<file path="src/rtl/ram_ctrl_pkg.sv">
// Shared sizes and owner-state encoding for the banked byte RAM arbiter.
// The address is {bank[4:0], offset[9:0]}; the RAM decodes both fields itself.
package ram_ctrl_pkg;

  localparam int BANK_BITS   = 5;
  localparam int OFFSET_BITS = 10;
  localparam int ADDR_W      = BANK_BITS + OFFSET_BITS;
  localparam int DATA_W      = 8;
  localparam int BURST_W     = 4;

  typedef enum logic [1:0] {
    IDLE,
    OWN0,
    OWN1
  } owner_state_t;

endpackage

</file>
<file path="src/rtl/rr_arb2_burst.sv">
// Two-way round-robin arbiter with bounded ownership bursts; grants are combinational from req.
// No stall path: a grant means the access is taken this cycle, the loser keeps requesting.
module rr_arb2_burst
  import ram_ctrl_pkg::*;
#(
  parameter int BURST_MAX = 4
) (
  input  logic clk,
  input  logic rst,
  input  logic req0_i,
  input  logic req1_i,
  output logic gnt0_o,
  output logic gnt1_o
);

  localparam logic [BURST_W-1:0] BurstMax = BURST_W'(BURST_MAX);

  owner_state_t       state_q, state_d;
  owner_state_t       gnt_state;
  logic [BURST_W-1:0] burst_q, burst_d;
  logic               last_q, last_d;
  logic [1:0]         req;
  logic               gnt_vld;
  logic               gnt_id;
  logic               own;

  assign req = {req1_i, req0_i};

  always_comb begin
    gnt_vld   = 1'b0;
    gnt_id    = 1'b0;
    own       = (state_q == OWN1);
    last_d    = last_q;
    state_d   = IDLE;
    burst_d   = '0;
    gnt_state = OWN0;

    if (state_q == IDLE) begin
      // Prefer whoever did not own the RAM most recently.
      if (req[~last_q]) begin
        gnt_vld = 1'b1;
        gnt_id  = ~last_q;
      end else if (req[last_q]) begin
        gnt_vld = 1'b1;
        gnt_id  = last_q;
      end
    end else begin
      if (req[own] && ((burst_q < BurstMax) || !req[~own])) begin
        gnt_vld = 1'b1;
        gnt_id  = own;
      end else begin
        last_d = own;
        if (req[~own]) begin
          gnt_vld = 1'b1;
          gnt_id  = ~own;
        end
      end
    end

    if (gnt_vld) begin
      gnt_state = gnt_id ? OWN1 : OWN0;
      state_d   = gnt_state;
      if (state_q != gnt_state) begin
        burst_d = BURST_W'(1);
      end else if (burst_q < BurstMax) begin
        burst_d = burst_q + BURST_W'(1);
      end else begin
        burst_d = burst_q;
      end
    end
  end

  always_ff @(posedge clk) begin
    if (rst) begin
      state_q <= IDLE;
      burst_q <= '0;
      last_q  <= 1'b1;
    end else begin
      state_q <= state_d;
      burst_q <= burst_d;
      last_q  <= last_d;
    end
  end

  assign gnt0_o = gnt_vld & ~gnt_id & ~rst;
  assign gnt1_o = gnt_vld &  gnt_id & ~rst;

endmodule

</file>
<file path="src/rtl/ram_arbiter_2p.sv">
// Shares one byte RAM between CPU (0) and DMA (1) ports: same-cycle grant/mux, read data one cycle later.
// Losing requester simply holds req; no access is issued without a grant.
module ram_arbiter_2p
  import ram_ctrl_pkg::*;
#(
  parameter int ADDR_W    = ram_ctrl_pkg::ADDR_W,
  parameter int DATA_W    = ram_ctrl_pkg::DATA_W,
  parameter int BURST_MAX = 4
) (
  input  logic              clk,
  input  logic              rst,
  input  logic              req0,
  input  logic              we0,
  input  logic [ADDR_W-1:0] addr0,
  input  logic [DATA_W-1:0] wdata0,
  output logic              gnt0,
  output logic              rvalid0,
  output logic [DATA_W-1:0] rdata0,
  input  logic              req1,
  input  logic              we1,
  input  logic [ADDR_W-1:0] addr1,
  input  logic [DATA_W-1:0] wdata1,
  output logic              gnt1,
  output logic              rvalid1,
  output logic [DATA_W-1:0] rdata1,
  output logic              ram_we,
  output logic [ADDR_W-1:0] ram_address,
  output logic [DATA_W-1:0] ram_data_in,
  input  logic [DATA_W-1:0] ram_data_out
);

  logic              any_gnt;
  logic [ADDR_W-1:0] addr_sel, addr_q;
  logic [DATA_W-1:0] wdata_sel, wdata_q;
  logic              rvalid0_q, rvalid1_q;
  logic              rvalid0_d, rvalid1_d;
  logic [DATA_W-1:0] rdata0_q, rdata1_q;

  rr_arb2_burst #(
    .BURST_MAX(BURST_MAX)
  ) u_arb (
    .clk   (clk),
    .rst   (rst),
    .req0_i(req0),
    .req1_i(req1),
    .gnt0_o(gnt0),
    .gnt1_o(gnt1)
  );

  assign any_gnt   = gnt0 | gnt1;
  assign addr_sel  = gnt1 ? addr1 : addr0;
  assign wdata_sel = gnt1 ? wdata1 : wdata0;
  assign rvalid0_d = gnt0 & ~we0;
  assign rvalid1_d = gnt1 & ~we1;

  // Grants are already reset-gated, so ram_we can never pulse during reset.
  assign ram_we      = (gnt0 & we0) | (gnt1 & we1);
  assign ram_address = rst ? '0 : (any_gnt ? addr_sel : addr_q);
  assign ram_data_in = rst ? '0 : (any_gnt ? wdata_sel : wdata_q);

  always_ff @(posedge clk) begin
    if (rst) begin
      addr_q  <= '0;
      wdata_q <= '0;
    end else if (any_gnt) begin
      addr_q  <= addr_sel;
      wdata_q <= wdata_sel;
    end
  end

  // RAM output is valid in the return cycle, so it is passed straight through and captured for holding.
  always_ff @(posedge clk) begin
    if (rst) begin
      rvalid0_q <= 1'b0;
      rvalid1_q <= 1'b0;
      rdata0_q  <= '0;
      rdata1_q  <= '0;
    end else begin
      rvalid0_q <= rvalid0_d;
      rvalid1_q <= rvalid1_d;
      if (rvalid0_q) rdata0_q <= ram_data_out;
      if (rvalid1_q) rdata1_q <= ram_data_out;
    end
  end

  assign rvalid0 = rvalid0_q & ~rst;
  assign rvalid1 = rvalid1_q & ~rst;
  assign rdata0  = rst ? '0 : (rvalid0_q ? ram_data_out : rdata0_q);
  assign rdata1  = rst ? '0 : (rvalid1_q ? ram_data_out : rdata1_q);

endmodule
</file>
<file path="config.mk">
export PLATFORM = sky130hd
export DESIGN_NAME = ram_arbiter_2p
export DESIGN_NICKNAME = d
export VERILOG_FILES = /design/src/rtl/ram_ctrl_pkg.sv /design/src/rtl/rr_arb2_burst.sv /design/src/rtl/ram_arbiter_2p.sv
export SDC_FILE = /design/constraint.sdc
export NUM_CORES = 1
export LEC_CHECK = 0
export ABC_CLOCK_PERIOD_IN_PS = 3400
export BUFFER_PORTS_ARGS = -buffer_cell sky130_fd_sc_hd__buf_2
export CORE_ASPECT_RATIO = 1.2
export CORE_UTILIZATION = 50
export DETAILED_ROUTE_END_ITERATION = 16
export HOLD_SLACK_MARGIN = 0.1
export PLACE_DENSITY = 0.83
export SETUP_SLACK_MARGIN = 0.02
export SYNTH_ARGS = -nofsm -noshare
export SYNTH_HDL_FRONTEND = slang
export SYNTH_SLANG_ARGS = --single-unit
</file>
<file path="constraint.sdc">
create_clock -name clk -period 3.4 [get_ports clk]
set_input_delay 0.51 -clock clk [delete_from_list [all_inputs] [get_ports clk]]
set_output_delay 0.51 -clock clk [all_outputs]
set_load 0.01 [all_outputs]
</file>
Word-level counts from Yosys, hierarchy flattened

Index checks and enable logic that the tools add are counted.

Add/sub/neg operators: 1
Muxes and demuxes: 31
Equal/unequal tests: 2
$lt $le $gt $ge: 5
Reductions and logical operators: 8
Bitwise operators: 21

Operators with widths:

| kind                                                | count |
|---|---|
| two-way mux 8 bit                                   | 7 |
| two-way mux 15 bit                                  | 3 |
| two-way mux 1 bit                                   | 20 |
| bitwise AND 1 bit                                   | 10 |
| NOT 1 bit                                           | 9 |
| < comparator 1 x 2 -> 1 bit (second input constant) | 4 |
| adder 4 x 1 -> 4 bit (second input constant)        | 1 |
| < comparator 4 x 3 -> 1 bit (second input constant) | 1 |
| OR reduction 3 bit                                  | 1 |
| equality test 2 bit (second input constant)         | 1 |
| logical NOT 2 bit                                   | 1 |
| two-way mux 2 bit                                   | 1 |
| != test 2 bit                                       | 1 |
| bitwise OR 1 bit                                    | 2 |
| AND reduction 2 bit                                 | 1 |
| nonzero test 2 bit                                  | 1 |
| OR reduction 2 bit                                  | 1 |
| logical AND 1 bit                                   | 1 |
| logical NOT 1 bit                                   | 1 |
| logical OR 1 bit                                    | 1 |

Flip-flop bits (word level): 48
Input port bits: 60
Output and inout bits: 44
Logic and storage cells: 78

Depth between registers and ports, before layout

Word-level depth: 15
Depth in mapped cells: 7

By module

From an unflattened synthesis, not the netlist that was laid out.

Cell total of the unflattened synthesis: 210
Area total of the unflattened synthesis: 2150.8 um^2

Modules (own cells, without submodules):

| module         | cells an instance | seq. area each (um^2) | area an instance (um^2) | times used |
|---|---|---|---|---|
| ram_arbiter_2p | 162               | 820.8                 | 1727.9                  | 1 |
| rr_arb2_burst  | 48                | 140.1                 | 422.9                   | 1 |

Worst setup path after synthesis

Ideal clock, no wire load.

Path type: input -> output
Start: input req0
End: output ram_address[5]
Stages on the path: 6
Path buffers: 3
Arrival: 1.708 ns
Setup slack: 1.182 ns
Data required time: 2.890 ns
Path through: buf_2 nor2_1 buf_2 clkbuf_1 a2111oi_0 nor3_1

Cells in the longest elaborated chain, start to end: 13
Elaborated cells on any way between the ends: 30
Those cells by class: mux: 21; bitwise: 6; reduce/logical: 3

RTL lines:

| what                                                  | line                                     | RTL |
|---|---|---|
| from (decl)                                           | ram_arbiter_2p.sv:12                     | `input logic req0,` |
| two-way mux 1 bit (not written as such) (2 in series) | rr_arb2_burst.sv:48, rr_arb2_burst.sv:53 |  |
| logical NOT 1 bit                                     | rr_arb2_burst.sv:48                      | `if (req[own] && ((burst_q < BurstMax) \|\| !req[~own])) begin` |
| logical OR 1 bit                                      | rr_arb2_burst.sv:48                      |  |
| logical AND 1 bit                                     | rr_arb2_burst.sv:48                      |  |
| two-way mux 1 bit                                     | rr_arb2_burst.sv:48                      |  |
| two-way mux 1 bit                                     | rr_arb2_burst.sv:38                      | `if (state_q == IDLE) begin` |
| NOT 1 bit                                             | rr_arb2_burst.sv:85                      | `assign gnt0_o = gnt_vld & ~gnt_id & ~rst;` |
| bitwise AND 1 bit (2 in series)                       | rr_arb2_burst.sv:85                      |  |
| bitwise OR 1 bit                                      | ram_arbiter_2p.sv:50                     | `assign any_gnt = gnt0 \| gnt1;` |
| two-way mux 15 bit (*) (2 in series)                  | n/a                                      |  |
| to (decl)                                             | ram_arbiter_2p.sv:27                     | `output logic [ADDR_W-1:0] ram_address,` |

Mark *: on every way between the ends. The rest lies on a longest branch, timed or not. The select of a mux whose other input is x is not followed.

Final worst setup path

Start: register u_arb.state_q[0]
End: output ram_address[3]

Cells in the longest elaborated chain, start to end: 14
Elaborated cells on any way between the ends: 25
Those cells by class: eq/ne: 1; mux: 13; bitwise: 7; reduce/logical: 4

RTL lines:

| what                                                  | line                                     | RTL |
|---|---|---|
| from (decl)                                           | rr_arb2_burst.sv:18                      | `owner_state_t state_q, state_d;` |
| from (signal assigned)                                | rr_arb2_burst.sv:79                      | `state_q <= state_d;` |
| equality test 2 bit                                   | rr_arb2_burst.sv:32                      | `own = (state_q == OWN1);` |
| two-way mux 1 bit (not written as such) (2 in series) | rr_arb2_burst.sv:48, rr_arb2_burst.sv:53 |  |
| logical NOT 1 bit                                     | rr_arb2_burst.sv:48                      |  |
| logical OR 1 bit                                      | rr_arb2_burst.sv:48                      |  |
| logical AND 1 bit                                     | rr_arb2_burst.sv:48                      |  |
| two-way mux 1 bit                                     | rr_arb2_burst.sv:48                      |  |
| two-way mux 1 bit                                     | rr_arb2_burst.sv:38                      |  |
| NOT 1 bit                                             | rr_arb2_burst.sv:85                      |  |
| bitwise AND 1 bit (2 in series)                       | rr_arb2_burst.sv:85                      |  |
| bitwise OR 1 bit                                      | ram_arbiter_2p.sv:50                     |  |
| two-way mux 15 bit (*) (2 in series)                  | n/a                                      |  |

Marks and branches as above.

==> results.ini <==
[global_route]
grt_overflow=0
antenna_found_initial=0
grt_max_degree=46
track_usage_pct=25.74
grt_pass1_wl_um=10400
grt_pass1_vias=2293

[clocking]
cts.clk_slew.worst_paths_ns=0.09
clk_latency_ns=0.31
cts_resized=0
root_buffer=clkbuf_8
cts.sinks=48
htree_levels=2
cts-hold-fix-buffers=0
cts_max_path_buffers=2
cts_tree=built
cts_setup_buffers=0
cts_buffers=5

[yosys]
synthFlopType=dfxtp_1
synth.largest_area_cell=dfxtp_1
synth_cells=300
yosysSeqAreaShare_pct=38.96
ys_warn_count=0
synth_area_um2=2466
synth_seq_cells=48
synth_top_area_share_pct=38.96
synth-edff-count=0
synth_area_leaders=dfxtp_1 39%, nor3_1 15%, mux2i_1 7.3%, nor2_1 7.3%, o31ai_1 7.0%
synth-async-reset-ratio_pct=0
synth_nets=361
synthDistinctLibCells=32
synth_area_per_cell_um2=8.220

[layout]
final_nets=443
layout_common_cells=103 x buf_2, 72 x nor3_1, 48 x dfxtp_1
area_delta_synth_final_pct=24.30
final_common_cell=buf_2
final_cell_area_um2=3065
diodes=0
drive_above_1_share_pct=33.16

[detailed_routing]
routed-wl-met2_um=3404
finalWirelength_um=6623
drt-initial-drc-count=104
post_drt_wl_per_cell_um=15.02
routed.top_layer=met4
via_per_inst=5.819
dr_wl_met3_um=458
drt-met1-wl_um=2612
first_pass_iters=4
vias=2566
drc=0
ant_nets=0

[place]
dp_hpwl_um=4534
placed_area_um2=2954
place.gp.congestion=0.8471
portBuffers=103

[setup_path]
reg2reg_setup_slack_ns=1.24
cp_slowest_stage_delay_ns=0.65
rr_startpoint=u_arb.state_q[0]
cp-end-kind=output port
cpMaxStageDelayCell=a2111oi_0
worstSetupPathType=reg -> out
crit_chain=nand4bb_1 > nand2_1 > a2111oi_0 > nor3_1 > buf_2
crit_fanout=24
regToRegEndpoint=addr_q[3]
cp.required_ns=2.89
worstRegToRegCells=4
critPathArrivalTime_ns=2.50
start_kind=flip-flop

[run]
drv_cap=0

[power_and_ir_drop]
irDropWorstVdd_uv=315.7
powerDensity_nw_per_um2=425.5
leakage_uw=0.001297

[sta]
relSlewSlack_pct=45.95
fmax_ghz=0.3326
setup_tns_ns=0
skew_ns=0.004763
rsz0062_at_grt=no
worst_pin_slew_ns=0.8107
slew_viol_final=0
period_needed_ns=3.006
post-route-period-util_pct=88.43
finalHoldViolCount=0
setup_viol=0

[die]
core-area_um2=4662
die_area_um2=5218
fp.dieW_um=66.11
die_height_um=78.93
row_count=27
ios=104
start_util_pct=52.90

[hold_path]
worstHoldStart=we0
holdPathEnd=rvalid0_q
hold_depth=2
min_path_type=in -> reg

[outcome]
status=completed

registers in the layout (all words and copies together), names as in the netlist:
signal and flops:
u_arb.last_q 1, u_arb.state_q 2, rvalid0_q 1, rvalid1_q 1
rdata0_q 8, addr_q 15, wdata_q 8, u_arb.burst_q 4
rdata1_q 8
through the flow:
stage	util, %	setup WS, ns	hold slack (ns)	total power, µW	instances
floorplan	-	1.182	0.4574	800.6	300
global route	65.75	0.2207	0.3729	1362	441
detailed placement	63.37	0.6470	0.4875	902.7	433
finish	65.75	0.3935	0.3702	1304	441
global placement	63.37	0.6973	0.4697	895.2	433
CTS	65.75	0.4973	0.3635	1313	441
cells in the mapped netlist (2+ instances only):
master,count
nor2b_1,2
nor3_1,72
a2111oi_0,19
buf_6,2
dfxtp_1,48
buf_2,7
nand2_1,4
clkbuf_1,22
o21ai_0,4
a21boi_0,2
a2111oi_2,4
mux2i_1,18
o31ai_1,23
nand3b_1,2
a21oi_1,6
o21bai_1,2
nor2_1,48
critical path: cells and delay by family (launching register included):
family	cells	cell delay [ns]
buffers and inverters	1	0.17
and+or+nand+nor	3	0.82
AOI/OAI and AO/OA	1	0.65
DFF	1	0.55
area by class of cell:
| class | count | area, µm² |
|---|---|---|
| fill | 430 | 1597 |
| multi-input combinational | 216 | 1353 |
| sequential | 48 | 960.9 |
| timing repair buffer | 109 | 560.5 |
| tap | 58 | 72.57 |
| clock buffer | 5 | 68.82 |
| clock inverter | 3 | 42.54 |
| inverter | 2 | 7.507 |
worst max-delay path by stage:
stage | slack [ns] | start | endpoint
2_1_floorplan | 1.18 | req0 | ram_address[5]
6_report | 0.39 | u_arb.state_q[0] | ram_address[3]
5_1_grt | 0.22 | u_arb.state_q[0] | ram_address[5]
4_1_cts | 0.50 | u_arb.state_q[0] | ram_address[4]
3_5_place_dp | 0.65 | req0 | ram_data_in[7]
3_3_place_gp | 0.70 | req0 | ram_address[4]
metal layers:
layer / track usage [%] / up-vias
met1: 29.31 / 1175
met3: 5.316 / 12
li1: - / 1274
met5: 0 / -
met2: 44.90 / 105
met4: 12.34 / 0
power by group:
part | switching (µW) | internal, µW
clock network | 196 | 218
registers | 18.2 | 599
logic | 163 | 109
cells by family after synthesis:
logic type	synth area share, %
buffers and inverters	6.646
adders and majority gates	0.5073
DFF	38.96
muxes	7.914
and+or+nand+nor	25.82
AOI/OAI and AO/OA	20.14
Power figures use the tool's default switching activity.
